`config.mk`:
```
export PLATFORM = sky130hd
export DESIGN_NAME = sccb_init_sequencer
export DESIGN_NICKNAME = d
export VERILOG_FILES = /design/src/rtl/sccb_init_sequencer.sv
export SDC_FILE = /design/constraint.sdc
export NUM_CORES = 1
export LEC_CHECK = 0
export CORE_ASPECT_RATIO = 1.2
export CORE_MARGIN = 3
export CORE_UTILIZATION = 46
export DETAILED_ROUTE_END_ITERATION = 8
export PLACE_DENSITY = 0.87
export SETUP_SLACK_MARGIN = 0.02
export SKIP_CTS_REPAIR_TIMING = 1
export SLEW_MARGIN = 20
export SYNTH_ARGS = -nofsm -noshare
export SYNTH_HDL_FRONTEND = slang
export SYNTH_SLANG_ARGS = --single-unit
export TNS_END_PERCENT = 100
```
`constraint.sdc`:
```
create_clock -name clk_i -period 4.9 [get_ports clk_i]
set_input_delay 1.225 -clock clk_i [delete_from_list [all_inputs] [get_ports clk_i]]
set_output_delay 1.225 -clock clk_i [all_outputs]
set_load 0.005 [all_outputs]
```
`src/rtl/sccb_init_sequencer.sv`:
```
// ---------------------------------------------------------------------------
// sccb_init_sequencer
//
// Walks a combinational register-configuration ROM of {addr, value, rw}
// entries and issues each entry to an SCCB/I2C master over a req/done
// handshake. Two reserved {addr,value} codes are recognised: END_MARK stops
// the walk successfully and DELAY_MARK idles for DELAY_CYCLES clocks. A NACK
// aborts the sequence and records the failing index.
//
// Optional feature macro: READBACK_VERIFY_EN
//   When defined, every successful write is followed, after one idle cycle,
//   by a read of the same address. A NACK or a value that differs from the
//   written one aborts at that index.
//
// Ports
//   clk_i, rst_i      clock, synchronous active-high reset
//   start_i           start from index 0 (honoured only when not busy)
//   index_o/entry_i   ROM address out, {addr,value,rw} entry back
//   req_o, rw_o,      transfer request to the master with its address,
//   addr_o, wdata_o   write value and direction (1 = write)
//   done_i, nack_i,   master completion pulse, NACK flag and read data
//   rdata_i
//   rd_valid_o,       one-cycle pulse with the value of a table read
//   rd_data_o
//   busy_o, done_o,   sequence status; done_o/err_o are levels that hold
//   err_o,            until the next start or reset
//   err_index_o       index of the entry that failed
// ---------------------------------------------------------------------------
module sccb_init_sequencer #(
    parameter int                        ADDR_W       = 8,
    parameter int                        DATA_W       = 8,
    parameter int                        IDX_W        = 6,
    parameter int                        DELAY_CYCLES = 1000000,
    parameter logic [ADDR_W+DATA_W-1:0]  END_MARK     = '1,
    parameter logic [ADDR_W+DATA_W-1:0]  DELAY_MARK   = 16'hF0F0
) (
    input  logic                     clk_i,
    input  logic                     rst_i,
    input  logic                     start_i,
    output logic [IDX_W-1:0]         index_o,
    input  logic [ADDR_W+DATA_W:0]   entry_i,
    output logic                     req_o,
    output logic                     rw_o,
    output logic [ADDR_W-1:0]        addr_o,
    output logic [DATA_W-1:0]        wdata_o,
    input  logic                     done_i,
    input  logic                     nack_i,
    input  logic [DATA_W-1:0]        rdata_i,
    output logic                     rd_valid_o,
    output logic [DATA_W-1:0]        rd_data_o,
    output logic                     busy_o,
    output logic                     done_o,
    output logic                     err_o,
    output logic [IDX_W-1:0]         err_index_o
);

    // A zero delay still spends one cycle in PAUSE.
    localparam int                DLY      = (DELAY_CYCLES < 1) ? 1 : DELAY_CYCLES;
    localparam int                CNT_W    = (DLY > 1) ? $clog2(DLY) : 1;
    localparam logic [CNT_W-1:0]  CNT_LOAD = CNT_W'(DLY - 1);

    typedef enum logic [2:0] {
        S_IDLE,
        S_FETCH,
        S_XFER,
        S_PAUSE,
        S_DONE,
        S_ERR
`ifdef READBACK_VERIFY_EN
        , S_VERIFY
`endif
    } state_t;

    state_t                    state_q, state_d;
    logic [CNT_W-1:0]          cnt_q, cnt_d;
    logic [IDX_W-1:0]          index_d, err_index_d;
    logic                      req_d, rw_d, rd_valid_d, busy_d, done_d, err_d;
    logic [ADDR_W-1:0]         addr_d;
    logic [DATA_W-1:0]         wdata_d, rd_data_d;
    logic                      advance, finish, fail;
`ifdef READBACK_VERIFY_EN
    // Low during the idle cycle that separates a write from its readback.
    logic                      vfy_issued_q, vfy_issued_d;
`endif

    logic [ADDR_W+DATA_W-1:0]  entry_key;
    assign entry_key = entry_i[ADDR_W+DATA_W:1];

    always_comb begin
        // NOTE: every signal gets a default before the case so no path leaves
        // it unassigned; a missing default would infer a latch.
        state_d     = state_q;
        cnt_d       = cnt_q;
        index_d     = index_o;
        req_d       = req_o;
        rw_d        = rw_o;
        addr_d      = addr_o;
        wdata_d     = wdata_o;
        rd_valid_d  = 1'b0;
        rd_data_d   = rd_data_o;
        busy_d      = busy_o;
        done_d      = done_o;
        err_d       = err_o;
        err_index_d = err_index_o;
        advance     = 1'b0;
        finish      = 1'b0;
        fail        = 1'b0;
`ifdef READBACK_VERIFY_EN
        vfy_issued_d = vfy_issued_q;
`endif

        case (state_q)
            S_IDLE, S_DONE, S_ERR: begin
                if (start_i) begin
                    index_d = '0;
                    done_d  = 1'b0;
                    err_d   = 1'b0;
                    busy_d  = 1'b1;
                    state_d = S_FETCH;
                end
            end
            S_FETCH: begin
                // index_o has been stable for a full cycle, so entry_i is settled.
                if (entry_key == END_MARK) begin
                    finish = 1'b1;
                end else if (entry_key == DELAY_MARK) begin
                    cnt_d   = CNT_LOAD;
                    state_d = S_PAUSE;
                end else begin
                    addr_d  = entry_i[ADDR_W+DATA_W -: ADDR_W];
                    wdata_d = entry_i[DATA_W:1];
                    rw_d    = entry_i[0];
                    req_d   = 1'b1;
                    state_d = S_XFER;
                end
            end
            S_XFER: begin
                if (done_i) begin
                    req_d = 1'b0;
                    if (nack_i) begin
                        fail = 1'b1;
                    end else if (!rw_o) begin
                        rd_data_d  = rdata_i;
                        rd_valid_d = 1'b1;
                        advance    = 1'b1;
                    end else begin
`ifdef READBACK_VERIFY_EN
                        vfy_issued_d = 1'b0;
                        state_d      = S_VERIFY;
`else
                        advance = 1'b1;
`endif
                    end
                end
            end
            S_PAUSE: begin
                if (cnt_q == '0) advance = 1'b1;
                else             cnt_d   = cnt_q - CNT_W'(1);
            end
`ifdef READBACK_VERIFY_EN
            S_VERIFY: begin
                if (!vfy_issued_q) begin
                    req_d        = 1'b1;
                    rw_d         = 1'b0;
                    vfy_issued_d = 1'b1;
                end else if (done_i) begin
                    req_d = 1'b0;
                    if (nack_i || (rdata_i != wdata_o)) fail    = 1'b1;
                    else                                advance = 1'b1;
                end
            end
`endif
            default: state_d = S_IDLE;
        endcase

        // The last table slot ends the walk even without an end marker.
        if (advance) begin
            if (index_o == '1) begin
                finish = 1'b1;
            end else begin
                index_d = index_o + IDX_W'(1);
                state_d = S_FETCH;
            end
        end

        if (finish) begin
            state_d = S_DONE;
            busy_d  = 1'b0;
            done_d  = 1'b1;
        end

        if (fail) begin
            state_d     = S_ERR;
            busy_d      = 1'b0;
            err_d       = 1'b1;
            err_index_d = index_o;
        end
    end

    always_ff @(posedge clk_i) begin
        // NOTE: non-blocking assignments so every register updates from the
        // values present before the edge.
        if (rst_i) begin
            state_q     <= S_IDLE;
            cnt_q       <= '0;
            index_o     <= '0;
            req_o       <= 1'b0;
            rw_o        <= 1'b0;
            addr_o      <= '0;
            wdata_o     <= '0;
            rd_valid_o  <= 1'b0;
            rd_data_o   <= '0;
            busy_o      <= 1'b0;
            done_o      <= 1'b0;
            err_o       <= 1'b0;
            err_index_o <= '0;
`ifdef READBACK_VERIFY_EN
            vfy_issued_q <= 1'b0;
`endif
        end else begin
            state_q     <= state_d;
            cnt_q       <= cnt_d;
            index_o     <= index_d;
            req_o       <= req_d;
            rw_o        <= rw_d;
            addr_o      <= addr_d;
            wdata_o     <= wdata_d;
            rd_valid_o  <= rd_valid_d;
            rd_data_o   <= rd_data_d;
            busy_o      <= busy_d;
            done_o      <= done_d;
            err_o       <= err_d;
            err_index_o <= err_index_d;
`ifdef READBACK_VERIFY_EN
            vfy_issued_q <= vfy_issued_d;
`endif
        end
    end

endmodule

```
Word level (Yosys, flattened, before mapping):

Cells that the tools add are included.
W data, S select, Z words.

* register bits: 65
* input bits: 30
* output and inout port bits: 42
* word-level logic and storage cells: 90

* add/subtract/negate cells: 2
* equality and inequality tests: 13
* mux-type cells: 36
* bitwise logic cells: 6
* reductions and logical operators: 19

Operators with widths (count)
* $mux W20: 3
* $pmux W20 S2: 1
* $eq A16 B16 Y1 const B: 2
* $mux W6: 4
* $logic_not A20 Y1: 1
* $sub A20 B1 Y20 const B: 1
* $mux W1: 19
* $mux W3: 6
* $reduce_and A4 Y1: 3
* $reduce_bool A2 Y1: 6
* $ne A2 B2 Y1 const B: 5
* $pmux W3 S3: 1
* $add A6 B1 Y6 const B: 1
* $eq A3 B2 Y1 const B: 2
* $eq A3 B3 Y1 const B: 2
* $eq A6 B6 Y1 const B: 1
* $not A1 Y1: 6
* $reduce_and A2 Y1: 3
* $reduce_or A3 Y1: 2
* $pmux W1 S2: 2
* $reduce_or A4 Y1: 1
* $eq A3 B1 Y1 const B: 1
* $logic_not A3 Y1: 1
* $reduce_and A3 Y1: 1
* $reduce_or A2 Y1: 1

Longest topological paths before layout:

Gate-level depths: netlist (run 1).

* word-level depth: 8
* gate-level depth with buffers: 9

Worst setup path before layout (run 1):

No wires, ideal clock.

* kind: input to register
* start point: input done_i
* end point: register rd_data_o[0]
* arrival: 2.710 ns
* required time: 4.772 ns
* path slack: 2.063 ns
* cell stages on the path: 6
* buffers on the path: 1
* path through: nor4bb_1 clkbuf_1 nand2b_1 nor2_1 mux2i_1 nor2_1

* word-level cells in the longest chain between the ends: 1

Ends and longest elaborated chain
* start, declared: line 46 `input logic done_i,`
* $reduce_and A4 Y1 (no line)
* end signal, assigned: line 229 `rd_data_o <= rd_data_d;`
* end, declared: line 50 `output logic [DATA_W-1:0] rd_data_o,`

No other way between the ends.
A chain may end at the register's enable or synchronous reset.

Worst setup path in the final report (run 1):

* start point: input entry_i[9]
* end point: register cnt_q[13]

* word-level cells in the longest chain between the ends: 3
* elaborated cells on any way between the ends: 5
* classes of those cells: eq/ne (4); reduce/logical (1)

Ends and longest elaborated chain
* start, declared: line 41 `input logic [ADDR_W+DATA_W:0] entry_i,`
* $eq A16 B16 Y1 (on tied branches): line 126, 124
* $ne A2 B2 Y1 (no line)
* $reduce_and A4 Y1 (no line) (*)
* end signal, assigned: line 222 `cnt_q <= cnt_d;`
* end, declared: line 75 `logic [CNT_W-1:0] cnt_q, cnt_d;`

Every way passes the cells marked *; elsewhere a longest branch is shown, timed or not.

==> results of run 1 <==
==> registers in the layout (all words and copies together) (netlist names), 3 cells and up <==
| signal | flops |
|---|---|
| cnt_q | 20 |
| index_o | 6 |
| state_q | 3 |
| rd_data_o | 8 |
| wdata_o | 8 |
| err_index_o | 6 |
| addr_o | 8 |
==> worst max-delay path, delay by kind of cell <==
| kind | cells | cell delay (ns) |
|---|---|---|
| buffers and inverters | 1 | 0.44 |
| and+or+nand+nor | 4 | 1.36 |
| AOI/OAI and AO/OA | 1 | 0.49 |
==> Yosys cell counts, drive strengths merged (4+ instances only) <==
| cell type | instances |
|---|---|
| dfxtp | 65 |
| nand3 | 34 |
| a21oi | 32 |
| nor2 | 25 |
| o21ai | 22 |
| clkbuf | 16 |
| nand2 | 16 |
| nor3 | 11 |
| mux2i | 8 |
| nor4 | 8 |
| inv | 7 |
| o2111ai | 7 |
| or3 | 7 |
| or4 | 7 |
| a211oi | 6 |
| or2 | 6 |
| xnor2 | 6 |
| and3 | 5 |
| nand2b | 5 |
| nand4 | 5 |
| a311oi | 4 |
| a31oi | 4 |
| buf | 4 |
==> through the flow <==
step                util (%)  setup WS (ns)  instances  hold slack (ns)  total power (W)
floorplan                  -           2.06        344            0.442         0.000640
global placement        60.3           1.48        480            0.437         0.000715
detailed placement      60.3           1.38        480            0.454         0.000720
CTS                     64.0           1.74        496            0.468          0.00123
global route            64.1           1.56        496            0.483          0.00128
finish                  64.1           1.67        496            0.462          0.00122
==> final cells by class <==
cell class	instances	area, um2
Clock buffer	10	138
Fill cell	534	2200
Tap cell	82	103
Sequential cell	65	1300
Timing Repair Buffer	74	728
Inverter	8	30.0
Multi-Input combinational cell	251	1540
Clock inverter	6	90.1
==> power breakdown <==
group | internal (W) | switching [W] | leakage (nW)
registers | 0.000549 | 0.0000132 | 0.526
clock network | 0.000302 | 0.000214 | 0.113
logic | 0.0000748 | 0.0000713 | 0.755
total | 0.000925 | 0.000299 | 1.39
==> cells by family (layout without fill, tap and decap cells) <==
| group | Yosys count | in the layout | share of synthesized area [%] |
|---|---|---|---|
| buf+inv | 28 | 98 | 4.11 |
| flops | 65 | 65 | 44.0 |
| fa+ha+maj | 3 | 3 | 1.27 |
| xor+xnor | 9 | 9 | 2.67 |
| mux | 8 | 8 | 2.71 |
| simple gates | 133 | 133 | 23.7 |
| compound gates | 98 | 98 | 21.5 |
==> how the worst min path moves through the flow <==
stage / end / startpoint / slack [ns]
2_1_floorplan: busy_o / busy_o / 0.44
3_3_place_gp: busy_o / busy_o / 0.44
3_5_place_dp: err_index_o[1] / err_index_o[1] / 0.45
4_1_cts: err_index_o[4] / err_index_o[4] / 0.47
5_1_grt: err_index_o[4] / err_index_o[4] / 0.48
6_report: err_index_o[4] / err_index_o[4] / 0.46
==> routing by layer <==
metal	part of all wire (%)	global-route usage [%]
met1	42	26.1
met2	51	39.6
met3	4.1	4.99
met4	2.7	10.5
met5	0	0
==> results.txt, run 1 <==
kind of critical path - in2reg
nature of the critical path startpoint - input port
P&R area growth vs syn - 32.9%
Req. time, crit path - 5.19 ns
Post-synth EDFFs - 0
post-synthesis sequential area ratio - 44.0%
CTS Sinks - 65
global-route wire length before repair - 13.5 mm
Final ANT Viol Nets - 0
achievable frequency - 310 MHz
synth top area cells - dfxtp_1 44%, nand3_1 5.8%, a21oi_1 5.4%
critical-path cell list - clkdlybuf4s50_1 > or4_1 > nor2_1 > nand3_1 > a2111o_1 > nand2_1
Vias/cell - 5.91
fin nets - 442
maximum VDD drop - 176 uV
Vias - 2932
PwrDens - 312 mW/mm2
reg-to-reg setup timing slack - 2.38 ns
Synth top area share - 44.0%
Leak Pwr - 1.39 nW
Crit. End Element - flip-flop
largest stage delay on the critical path - 0.56 ns
RSZ-0062 raised after global routing - no
die height - 93.8 um
GPL Wtd Cong - 0.886
CTS tree - built
gr usage total - 22.7%
vias in the first global route - 2953
CP Max Fanout - 12
Fin. Hold Viols - 0
setup violators final - 0
Clock Tree Root - clkbuf_8
# port buffers - 71
drt total wl - 7.95 mm
I/O pins - 72
WL/cell - 16.0 um
CP arrival - 3.52 ns
largest net degree at the start of global routing - 57
1st-iter DRT viols - 266
TritonRoute pass-1 iters - 4
top_reg_cell synth - dfxtp_1
GRT overflow - 0
Post-Syn Instances - 344
Syn. warnings - 0
final worst-path cycle share - 65.9%
Clock Path Buffers - 2
post-route setup TNS - 0 ns
minimum clock period - 3.23 ns
Synth area leader - dfxtp_1
layout cells sized above 1 - 7.97%
reg2reg end - index_o[5]
Area after DPL - 0.00369 mm2
Seq cells post-synth - 65
Post-DP HPWL - 5.66 mm
initial antenna violation count - 0
final instance area - 0.00393 mm2
Setup crit end - cnt_q[13]
r2r startpoint - cnt_q[11]
H-tree Lvls - 3
max_slew headroom - 43.9%
ys async rst share - 0%
TritonCTS buffer count - 9
Worst-path clk slew - 0.08 ns
ant diodes - 0
# rows - 31
CP startpoint - entry_i[9]
synthesized area per cell - 8.59 um2
Slew @ Worst Pin - 0.830 ns
Die Wd - 79.2 um
clk_lat worst skew - 0.35 ns
syn_nets - 377
Fin Clk Skew - 0.00724 ns
commonest non-fill, non-tap cell in the layout - clkdlybuf4s50_1
hold crit path type - reg2reg
commonest non-fill, non-tap cells in the layout - 70 x clkdlybuf4s50_1, 65 x dfxtp_1, 34 x nand3_1
DRC Markers - 0
die area - 0.00743 mm2
R2R cell count - 5
Worst path slowest cell - or4_1
status - finished, final reports clean
Post-Syn Area - 0.00296 mm2
area of the core - 0.00613 mm2
Netlist cell types - 48
max cap viols - 0
effective utilization at floorplan - 48.2%
hold-critical path depth - 2
Max Slew Vio Count - 0
No activity file was read; power rests on OpenSTA's default activity.
==> inputs of run 2 (changes only) <==
--- a/config.mk
+++ b/config.mk
@@ -7,7 +7,7 @@
 export LEC_CHECK = 0
 export CORE_ASPECT_RATIO = 1.2
 export CORE_MARGIN = 3
-export CORE_UTILIZATION = 46
+export CORE_UTILIZATION = 44
 export DETAILED_ROUTE_END_ITERATION = 8
 export PLACE_DENSITY = 0.87
 export SETUP_SLACK_MARGIN = 0.02
==> constraint.sdc (replaced) <==
create_clock -name clk_i -period 2.8 [get_ports clk_i]
set_input_delay 0.7 -clock clk_i [delete_from_list [all_inputs] [get_ports clk_i]]
set_output_delay 0.7 -clock clk_i [all_outputs]
set_load 0.005 [all_outputs]
==> run 2 against run 1 <==
Net effect:
- final area increased by 0.25%
- sequential share of layout area is 0.084 points lower
- via count about the same
- critical path depth unchanged
- register-to-register slack worse by 2.1 ns
- global-route usage shrank 1.2 points
- core utilization is 3.4 points lower
- non-clock buffer count is 9 higher
==> results.txt, run 2 (synthesis results as in run 1) <==
status - finished, final reports clean (unchanged)
GPL Wtd Cong - 0.844 (was 0.886)
max reg flops - 20 (unchanged)
FILL cells - 572 (was 534)
final instance area - 0.00394 mm2 (was 0.00393 mm2)
drt total wl - 7.80 mm (was 7.95 mm)
GRT overflow - 0 (unchanged)
Fin Clk Skew - 0.0134 ns (was 0.00724 ns)
layout cells sized above 1 - 9.24% (was 7.97%)
nature of the critical path startpoint - input port (unchanged)
GR peak layer - met2 (unchanged)
H-tree Lvls - 3 (unchanged)
effective utilization at floorplan - 45.6% (was 48.2%)
Clock Tree Root - clkbuf_8 (unchanged)
Vias/cell - 5.78 (was 5.91)
RSZ-0062 raised after global routing - no (unchanged)
vias in the first global route - 2682 (was 2953)
critical-path cell list - clkdlybuf4s50_1 > or4_1 > nor2_1 > nand3_1 > a2111o_1 > nand2_1 (unchanged)
Req. time, crit path - 3.08 ns (was 5.19 ns)
CTS Sinks - 65 (unchanged)
area of the core - 0.00649 mm2 (was 0.00613 mm2)
commonest non-fill, non-tap cells in the layout - 70 x clkdlybuf4s50_1, 65 x dfxtp_1, 34 x nand3_1 (unchanged)
GR Layer Usage met1 - 25.9% (was 26.1%)
P&R area growth vs syn - 33.2% (was 32.9%)
commonest non-fill, non-tap cell in the layout - clkdlybuf4s50_1 (unchanged)
crit path buf inv count - 1 (unchanged)
kind of critical path - in2reg (unchanged)
setup ws final - 0.312 ns (was 1.67 ns)
largest stage delay on the critical path - 0.55 ns (was 0.56 ns)
WL/cell - 15.4 um (was 16.0 um)
Crit. End Element - flip-flop (unchanged)
post-route setup TNS - 0 ns (unchanged)
Worst path slowest cell - or4_1 (unchanged)
gr usage total - 21.4% (was 22.7%)
Post-DP HPWL - 5.65 mm (was 5.66 mm)
initial antenna violation count - 0 (unchanged)
DRC Markers - 0 (unchanged)
minimum clock period - 2.49 ns
met3 Use GR - 5.62% (was 4.99%)
Worst-path clk slew - 0.07 ns (was 0.08 ns)
total power - 0.00194 W (was 0.00122 W)
Area after DPL - 0.00377 mm2 (was 0.00369 mm2)
Fin. Hold Viols - 0 (unchanged)
TritonCTS buffer count - 9 (unchanged)
Vias - 2931 (was 2932)
Final ANT Viol Nets - 0 (unchanged)
Clock Path Buffers - 2 (unchanged)
max_slew headroom - 49.1% (was 43.9%)
CP arrival - 2.76 ns (was 3.52 ns)
most flop-heavy register - cnt_q (unchanged)
final worst-path cycle share - 88.9%
CP Max Fanout - 5 (was 12)
placed insts - 492 (was 480)
# port buffers - 71 (unchanged)
setup violators final - 0 (unchanged)
TritonRoute pass-1 iters - 5 (was 4)
Slew @ Worst Pin - 0.761 ns (was 0.830 ns)
ant diodes - 0 (unchanged)
largest net degree at the start of global routing - 51 (was 57)
hold crit path type - reg2reg (unchanged)
cell family with most CP delay - simple AND/OR/NAND/NOR gates (unchanged)
met2 usage - 36.6% (was 39.6%)
global-route wire length before repair - 12.9 mm (was 13.5 mm)
Max Slew Vio Count - 0 (unchanged)
clk_lat worst skew - 0.34 ns (was 0.35 ns)
maximum VDD drop - 396 uV (was 176 uV)
# rows - 32 (was 31)
max cap viols - 0 (unchanged)
CTS tree - built (unchanged)
fin nets - 451 (was 442)
I/O pins - 72 (unchanged)
Placement Setup Slack - -0.00802 ns (was 1.38 ns)
Die Wd - 80.8 um (was 79.2 um)
die area - 0.00774 mm2 (was 0.00743 mm2)
1st-iter DRT viols - 225 (was 266)
Finished Layout Cells - 507 (was 496)
achievable frequency - 402 MHz
PwrDens - 492 mW/mm2 (was 312 mW/mm2)
die height - 95.8 um (was 93.8 um)
Leak Pwr - 1.40 nW (was 1.39 nW)
==> run 2: cell count changes in the layout (fill, tap and decap cells not counted), sizes merged <==
cell and change:
buf +9, bufinv -2, clkbuf +1, clkinv -1, clkinvlp +1
==> run 2: worst reg2reg max path, cell delays in order (launching register included) <==
cell and delay [ns]:
dfxtp_1 0.35, or4_4 0.57, or4_4 0.61, o21ai_2 0.28
a21boi_1 0.21, a311o_1 0.38
==> run 2: metrics by stage <==
step	hold slack, ns	util [%]
global placement	0.435	58.1
CTS	0.458	60.7
finish	0.457	60.7
detailed placement	0.449	58.1
global route	0.486	60.7
floorplan	0.442	-
==> run 2: final cells by class <==
class | count | area, um2 | share of cell area (%)
multi-input combinational | 251 | 1530 | 38.9
sequential | 65 | 1300 | 33.1
timing repair buffer | 83 | 796 | 20.2
clock buffer | 11 | 141 | 3.59
tap | 85 | 106 | 2.70
inverter | 8 | 30.0 | 0.763
clock inverter | 4 | 28.8 | 0.731
==> run 2: path summary, 6_finish.rpt <==
check / start / end / slack, ns / depth (start not counted)
min: busy_o / busy_o / 0.46 / 2
min reg2reg: busy_o / busy_o / 0.46 / 2
max reg2reg: cnt_q[11] / index_o[5] / 0.31 / 5
max: entry_i[9] / cnt_q[11] / 0.31 / 6
==> run 2: routing by layer <==
metal | vias up | wire [um] | share of wire [%]
met3 | 6 | 496 | 6.4
met1 | 1378 | 3310 | 42
met5 | - | 0 | 0
met2 | 108 | 3900 | 50
met4 | 0 | 85 | 1.1
li1 | 1439 | - | -
==> run 2: power by group <==
part | leakage (nW) | internal, W | switching (W)
Combinational | 0.797 | 0.000132 | 0.000125
Clock | 0.0818 | 0.000342 | 0.000356
Sequential | 0.526 | 0.000961 | 0.0000224
Total | 1.40 | 0.00144 | 0.000503
